[src/rtl/itch_encoder_if.sv]
// Order-entry and word-stream signals of the ITCH encoder.
// The slave modport is the encoder; the master modport is whoever drives orders and drains words.
interface itch_encoder_if #(
    parameter int unsigned REG_WIDTH = 32,
    parameter int unsigned CNT_WIDTH = 16
);
    logic                 i_valid;
    logic                 o_ready;
    logic [1:0]           i_order_type;
    logic [1:0]           i_stock_symbol;
    logic [31:0]          i_order_id;
    logic [31:0]          i_price;
    logic [15:0]          i_quantity;
    logic                 i_trade_type;
    logic [REG_WIDTH-1:0] o_word;
    logic                 o_word_valid;
    logic                 i_word_ready;
    logic                 o_last;
    logic                 o_drop;
    logic [CNT_WIDTH-1:0] o_msg_count;

    modport slave (
        input  i_valid, i_order_type, i_stock_symbol, i_order_id, i_price,
               i_quantity, i_trade_type, i_word_ready,
        output o_ready, o_word, o_word_valid, o_last, o_drop, o_msg_count
    );

    modport master (
        output i_valid, i_order_type, i_stock_symbol, i_order_id, i_price,
               i_quantity, i_trade_type, i_word_ready,
        input  o_ready, o_word, o_word_valid, o_last, o_drop, o_msg_count
    );
endinterface

[src/rtl/itch_encoder.sv]
// Packs one order into a 7-word ITCH-style message and streams it out, word 1 first.
// All outputs are registered; the next word is computed from next-state fields and index.
module itch_encoder #(
    parameter int unsigned REG_WIDTH = 32,
    parameter int unsigned CNT_WIDTH = 16
) (
    input logic          i_clk,
    input logic          i_rst_n,
    itch_encoder_if.slave bus
);
    localparam int unsigned IDX_W    = 3;
    localparam int unsigned LAST_IDX = 6;
    localparam logic [1:0]  T_ADD     = 2'd0;
    localparam logic [1:0]  T_CANCEL  = 2'd1;
    localparam logic [1:0]  T_EXEC    = 2'd2;
    localparam logic [1:0]  T_INVALID = 2'd3;

    typedef enum logic {S_IDLE, S_SEND} state_e;

    state_e               state_q, state_d;
    logic [IDX_W-1:0]     idx_q, idx_d;
    logic [1:0]           type_q, type_d;
    logic [1:0]           sym_q, sym_d;
    logic [31:0]          id_q, id_d;
    logic [31:0]          px_q, px_d;
    logic [15:0]          qty_q, qty_d;
    logic                 side_q, side_d;
    logic                 ready_q, ready_d;
    logic                 valid_q, valid_d;
    logic                 last_q, last_d;
    logic                 drop_q, drop_d;
    logic [REG_WIDTH-1:0] word_q, word_d;
    logic [CNT_WIDTH-1:0] cnt_q, cnt_d;
    logic                 accept;
    logic                 hs;

    function automatic logic [63:0] sym64(input logic [1:0] s);
        logic [63:0] v;
        case (s)
            2'd0:    v = 64'h4141504C20202020;
            2'd1:    v = 64'h414D5A4E20202020;
            2'd2:    v = 64'h474F4F474C202020;
            default: v = 64'h4D53465420202020;
        endcase
        return v;
    endfunction

    // One message word for the given order fields and word index (0 = word 1).
    function automatic logic [31:0] msg_word(
        input logic [1:0]       t,
        input logic [1:0]       s,
        input logic [31:0]      id,
        input logic [31:0]      px,
        input logic [15:0]      qty,
        input logic             side,
        input logic [IDX_W-1:0] idx
    );
        logic [7:0]  typ_byte;
        logic [63:0] sy;
        logic [31:0] w;
        sy = sym64(s);
        case (t)
            T_ADD:    typ_byte = 8'h41;
            T_CANCEL: typ_byte = 8'h58;
            default:  typ_byte = 8'h45;
        endcase
        w = 32'h0;
        case (idx)
            3'd0: w = {typ_byte, 24'h0};
            3'd1: w = {8'h0, id[31:8]};
            3'd2: begin
                w[31:24] = id[7:0];
                if (t == T_ADD)  w[16]   = ~side;
                if (t == T_EXEC) w[7:0]  = qty[15:8];
            end
            3'd3: begin
                if (t == T_ADD)       w = {qty, sy[63:48]};
                else if (t == T_EXEC) w = {qty[7:0], 24'h0};
            end
            3'd4: if (t == T_ADD) w = sy[47:16];
            3'd5: if (t == T_ADD) w = {sy[15:0], px[31:16]};
            3'd6: if (t == T_ADD) w = {px[15:0], 16'h0};
            default: w = 32'h0;
        endcase
        return w;
    endfunction

    always_ff @(posedge i_clk or negedge i_rst_n) begin
        if (!i_rst_n) begin
            state_q <= S_IDLE;
            idx_q   <= '0;
            type_q  <= '0;
            sym_q   <= '0;
            id_q    <= '0;
            px_q    <= '0;
            qty_q   <= '0;
            side_q  <= 1'b0;
            ready_q <= 1'b0;
            valid_q <= 1'b0;
            last_q  <= 1'b0;
            drop_q  <= 1'b0;
            word_q  <= '0;
            cnt_q   <= '0;
        end else begin
            state_q <= state_d;
            idx_q   <= idx_d;
            type_q  <= type_d;
            sym_q   <= sym_d;
            id_q    <= id_d;
            px_q    <= px_d;
            qty_q   <= qty_d;
            side_q  <= side_d;
            ready_q <= ready_d;
            valid_q <= valid_d;
            last_q  <= last_d;
            drop_q  <= drop_d;
            word_q  <= word_d;
            cnt_q   <= cnt_d;
        end
    end

    always_comb begin
        state_d = state_q;
        idx_d   = idx_q;
        type_d  = type_q;
        sym_d   = sym_q;
        id_d    = id_q;
        px_d    = px_q;
        qty_d   = qty_q;
        side_d  = side_q;
        cnt_d   = cnt_q;
        drop_d  = 1'b0;
        accept  = bus.i_valid & ready_q;
        hs      = valid_q & bus.i_word_ready;

        case (state_q)
            S_IDLE: begin
                if (accept) begin
                    if (bus.i_order_type == T_INVALID) begin
                        drop_d = 1'b1;
                    end else begin
                        type_d  = bus.i_order_type;
                        sym_d   = bus.i_stock_symbol;
                        id_d    = bus.i_order_id;
                        px_d    = bus.i_price;
                        qty_d   = bus.i_quantity;
                        side_d  = bus.i_trade_type;
                        idx_d   = '0;
                        state_d = S_SEND;
                    end
                end
            end
            S_SEND: begin
                if (hs) begin
                    if (idx_q == IDX_W'(LAST_IDX)) begin
                        idx_d   = '0;
                        cnt_d   = cnt_q + CNT_WIDTH'(1);
                        state_d = S_IDLE;
                    end else begin
                        idx_d = idx_q + IDX_W'(1);
                    end
                end
            end
        endcase

        // Output registers follow the next state so word 1 appears the cycle after accept.
        ready_d = (state_d == S_IDLE);
        valid_d = (state_d == S_SEND);
        last_d  = valid_d && (idx_d == IDX_W'(LAST_IDX));
        word_d  = valid_d ? REG_WIDTH'(msg_word(type_d, sym_d, id_d, px_d, qty_d, side_d, idx_d))
                          : '0;
    end

    assign bus.o_ready      = ready_q;
    assign bus.o_word_valid = valid_q;
    assign bus.o_word       = word_q;
    assign bus.o_last       = last_q;
    assign bus.o_drop       = drop_q;
    assign bus.o_msg_count  = cnt_q;
endmodule

[src/flat_wrapper.sv]
// flat-port wrapper written by rule: the top's interface ports become plain ports
module itch_encoder_flat 
#(
    parameter int unsigned REG_WIDTH = 32,
    parameter int unsigned CNT_WIDTH = 16
)
  (i_clk, i_rst_n, bus_i_valid, bus_i_order_type, bus_i_stock_symbol, bus_i_order_id, bus_i_price, bus_i_quantity, bus_i_trade_type, bus_i_word_ready, bus_o_ready, bus_o_word, bus_o_word_valid, bus_o_last, bus_o_drop, bus_o_msg_count);
  itch_encoder_if #(.REG_WIDTH(REG_WIDTH), .CNT_WIDTH(CNT_WIDTH)) bus_i ();
  input logic i_clk;
  input logic i_rst_n;
  input wire logic [$bits(bus_i.i_valid)-1:0] bus_i_valid;
  input wire logic [$bits(bus_i.i_order_type)-1:0] bus_i_order_type;
  input wire logic [$bits(bus_i.i_stock_symbol)-1:0] bus_i_stock_symbol;
  input wire logic [$bits(bus_i.i_order_id)-1:0] bus_i_order_id;
  input wire logic [$bits(bus_i.i_price)-1:0] bus_i_price;
  input wire logic [$bits(bus_i.i_quantity)-1:0] bus_i_quantity;
  input wire logic [$bits(bus_i.i_trade_type)-1:0] bus_i_trade_type;
  input wire logic [$bits(bus_i.i_word_ready)-1:0] bus_i_word_ready;
  output wire logic [$bits(bus_i.o_ready)-1:0] bus_o_ready;
  output wire logic [$bits(bus_i.o_word)-1:0] bus_o_word;
  output wire logic [$bits(bus_i.o_word_valid)-1:0] bus_o_word_valid;
  output wire logic [$bits(bus_i.o_last)-1:0] bus_o_last;
  output wire logic [$bits(bus_i.o_drop)-1:0] bus_o_drop;
  output wire logic [$bits(bus_i.o_msg_count)-1:0] bus_o_msg_count;
  assign bus_i.i_valid = bus_i_valid;
  assign bus_i.i_order_type = bus_i_order_type;
  assign bus_i.i_stock_symbol = bus_i_stock_symbol;
  assign bus_i.i_order_id = bus_i_order_id;
  assign bus_i.i_price = bus_i_price;
  assign bus_i.i_quantity = bus_i_quantity;
  assign bus_i.i_trade_type = bus_i_trade_type;
  assign bus_i.i_word_ready = bus_i_word_ready;
  assign bus_o_ready = bus_i.o_ready;
  assign bus_o_word = bus_i.o_word;
  assign bus_o_word_valid = bus_i.o_word_valid;
  assign bus_o_last = bus_i.o_last;
  assign bus_o_drop = bus_i.o_drop;
  assign bus_o_msg_count = bus_i.o_msg_count;
  itch_encoder #(.REG_WIDTH(REG_WIDTH), .CNT_WIDTH(CNT_WIDTH)) u_core (.i_clk(i_clk), .i_rst_n(i_rst_n), .bus(bus_i));
endmodule
[config.mk]
export PLATFORM = sky130hd
export DESIGN_NAME = itch_encoder_flat
export DESIGN_NICKNAME = d
export VERILOG_FILES = /design/src/rtl/itch_encoder_if.sv /design/src/rtl/itch_encoder.sv /design/src/flat_wrapper.sv
export SDC_FILE = /design/constraint.sdc
export NUM_CORES = 1
export LEC_CHECK = 0
export BUFFER_PORTS_ARGS = -buffer_cell sky130_fd_sc_hd__buf_2
export CAP_MARGIN = 20
export CORE_MARGIN = 5
export CORE_UTILIZATION = 59
export DETAILED_ROUTE_END_ITERATION = 16
export GPL_ROUTABILITY_DRIVEN = 0
export PLACE_DENSITY = 0.85
export SYNTH_ARGS = -nofsm -noshare
export SYNTH_HDL_FRONTEND = slang
export SYNTH_SLANG_ARGS = --single-unit
[constraint.sdc]
create_clock -name i_clk -period 5.3 [get_ports i_clk]
set_clock_uncertainty 0.15 [all_clocks]
set_input_delay 0.53 -clock i_clk [delete_from_list [all_inputs] [get_ports i_clk]]
set_output_delay 0.53 -clock i_clk [all_outputs]
set_load 0.02 [all_outputs]
==> results_dict.tcl <==
set metrics [dict create \
    drt_iter0_markers 869 \
    ir_drop_mv 0.3089 \
    crit_buf_inv 1 \
    power_mw 4.828 \
    max_cap_violations 0 \
    ys.flop_type "dfrtp_1" \
    power.share.clock_pct 22.7 \
    final_common_cell "nand2_1" \
    hold-worst-slack_ns 0.04051 \
    cp_top_family "simple AND/OR/NAND/NOR gates" \
    grt.overflow.total 0 \
    insertedDiodeCount 0 \
    critPathCaptureType "flop" \
    path_class "reg2reg" \
    tightest_slew_ns 0.8313 \
    ys_async_sr_fraction_pct 100.0 \
    cts.path.max_buffers 2 \
    antenna_found_initial 0 \
    grt.total_usage_pct 28.99 \
    power.internal_mw 2.829 \
    setup_ws_ns 1.906 \
    cts_buffers 17 \
    dr.pass1.iters 7 \
    mappedNetlistArea_um2 6579 \
    cts.sinks 140 \
    cp.arrival_ns 3.61 \
    use_met2_pct 45.60 \
    busiest_layer "met2" \
    finalSetupViolCount 0 \
    pre_cts_ws_ns 2.001 \
    post_drt_wl_per_cell_um 19.90 \
    slew-limit-headroom_pct 44.34 \
    min_path_type "in2reg" \
    synthDistinctLibCells 71 \
    critical_path.max_stage_delay_ns 0.71 \
    cp_slowest_cell "o211ai_1" \
    met1_usage_pct 37.99 \
    dieArea_um2 13360 \
    io-pin-count 141 \
    synth_area_per_cell_um2 10.22 \
    synth_edf_count 0 \
    insertion_delay_ns 0.53 \
    vias_per_cell 6.101 \
    ys_ff_latch 140 \
    synth_xor_area_share_pct 2.130 \
    use_met3_pct 6.736 \
    synth_top_family_by_area "simple AND/OR/NAND/NOR gates" \
    clkTransAtPathRegs_ns 0.06 \
    wl_um 18510 \
    crit_path_cell_trace "and3b_1 > nand2_2 > nand2_8 > inv_4 > nand2_1 > o211ai_1 > o22ai_1" \
    ant_nets 0 \
    report.final.hold_viol_count 0 \
    drc 0 \
    grt_pass1_vias 5776 \
    cts_tree "done" \
    critPathMaxFanout 28 \
    row_count 38 \
    layout_common_cells "nand2_1, dfrtp_1, buf_2" \
    final_util_pct 72.05 \
    cp.required_ns 5.52 \
    yosys.area_share.adder_pct 1.141 \
    port-buffer-count 140 \
    seq_power_share_pct 35.2 \
    nets 872 \
    p_sw_share_pct 41.40 \
    syn-num-nets 739 \
    finalSetupTns_ns 0 \
    yosysSeqAreaShare_pct 53.25 \
    syn2layout_area_growth_pct 19.25 \
    grt_pass1_wl_um 29810 \
    status "completed" \
    min_period_over_period_pct 64.04 \
    layout-drive-gt1-share_pct 29.24 \
    rsz0062_at_grt "no" \
    synth_largest_area_cell "dfrtp_1" \
    power_leakage_nw 3.952 \
    fin_crit_ns 3.394 \
    die_x_um 115.6 \
    coreArea_um2 10890 \
    synth_top_area_share_pct 53.25 \
    hpwl_um 12890 \
    initial_core_util_pct 60.42 \
    switchingPower_mw 1.999 \
    vias 5674 \
    startpoint_type "flop" \
    htree_levels 4 \
    grt_max_degree 92 \
    maxSlewViolCount 0 \
    cts_resized 0 \
    powerDensity_nw_per_um2 615.4 \
    synth-simple-area-share_pct 21.66 \
    combinationalPowerShare_pct 42.1 \
    ys_warn_count 0 \
    muxShareOfSynthArea_pct 7.341 \
    synthTopCellsByArea "dfrtp_1, nand2_1, mux2_2" \
    synthCells 644 \
    die_h_um 115.6 \
    root_buffer "clkbuf_8" \
    synth_compound_area_share_pct 10.52 \
    clock.fmax_mhz 294.6 \
]
sequential cells by signal, indices dropped and copies added, names as in the netlist:
signal / cells
u_core.bus.o_drop: 1
u_core.bus.o_last: 1
u_core.bus.o_msg_count: 16
u_core.bus.o_ready: 1
u_core.bus.o_word: 32
u_core.id_q: 32
u_core.idx_q: 3
u_core.px_q: 32
u_core.qty_q: 16
u_core.side_q: 1
u_core.state_q: 1
u_core.sym_q: 2
u_core.type_q: 2
what timing repair did:
| item | 4_1_cts | 5_1_grt |
|---|---|---|
| hold buffers | 1 | 0 |
| hold endpoints to repair | 90 | 0 |
| setup buffers | 0 | 0 |
synth_stat cells (all sizes together) (2+ instances only):
library cell and n:
a211o 2, a211oi 3, a21oi 26, a22oi 12
a2bb2oi 2, a31o 2, a31oi 10, and2 10
and3 17, and4 7, buf 27, clkbuf 5
dfrtp 140, ha 6, inv 14, mux2 31
mux2i 4, mux4 4, nand2 192, nand2b 2
nand3 15, nand4 10, nor2 17, nor2b 2
nor3 12, nor4 3, o211ai 5, o21ai 26
o22ai 3, xnor2 12, xor2 4
path summary, 6_finish.rpt:
check | startpoint | slack (ns) | end | cells past startpoint
setup / recovery | u_core.state_q | 1.91 | u_core.bus.o_word[21] | 7
setup reg to reg | u_core.state_q | 1.91 | u_core.bus.o_word[21] | 7
hold reg to reg | u_core.bus.o_msg_count[15] | 0.31 | u_core.bus.o_msg_count[15] | 1
hold / removal | bus_i_price[14] | 0.04 | u_core.px_q[14] | 3
max in group asynchronous | i_rst_n | 3.39 | u_core.px_q[27] | 3
min in group asynchronous | i_rst_n | 0.47 | u_core.bus.o_drop | 2
final cells by class:
cell class	count	area, µm²
multi-input cells	458	2823
clock buffers	24	440.4
well taps	140	175.2
fillers	742	3043
flip-flops and latches	140	3503
inverters	14	55.05
repair buffers	146	754.5
clock inverters	8	93.84
power by group through the flow:
stage	clock [mW]	sequential [mW]	combinational [mW]
after floorplan	0	1.76	1.34
after global placement	0	1.68	1.89
after detailed placement	0	1.70	1.95
after CTS	1.10	1.69	1.98
final	1.10	1.70	2.03
after global routing	1.15	1.74	2.18
per-layer routing:
metal | part of all wire [%] | wire length [µm] | up-vias
met5 | 0 | 0 | -
met4 | 4.6 | 846 | 0
met3 | 9.6 | 1784 | 64
met2 | 48 | 8808 | 379
met1 | 38 | 7070 | 2738
li1 | - | - | 2493
through the flow:
step / instances / instance area [µm²]
2_1_floorplan: 644 / 6579
3_3_place_gp: 897 / 7301
3_5_place_dp: 897 / 7301
4_1_cts: 930 / 7845
5_1_grt: 930 / 7845
6_report: 930 / 7845
kinds of logic (layout without fill, tap and decap cells):
family / after synthesis / in the layout
AND/OR/NAND/NOR: 294 / 294
flip-flops: 140 / 140
AO/OA/AOI/OAI: 103 / 103
buffers and inverters: 46 / 192
multiplexers: 39 / 39
XOR/XNOR: 16 / 16
adder cells (fa/ha/maj): 6 / 6
worst min-delay path, cell delays in order:
cell and delay [ns]:
buf_2 0.08, nand2_1 0.04, nand2_1 0.04
(Power assumes the default switching activity.)
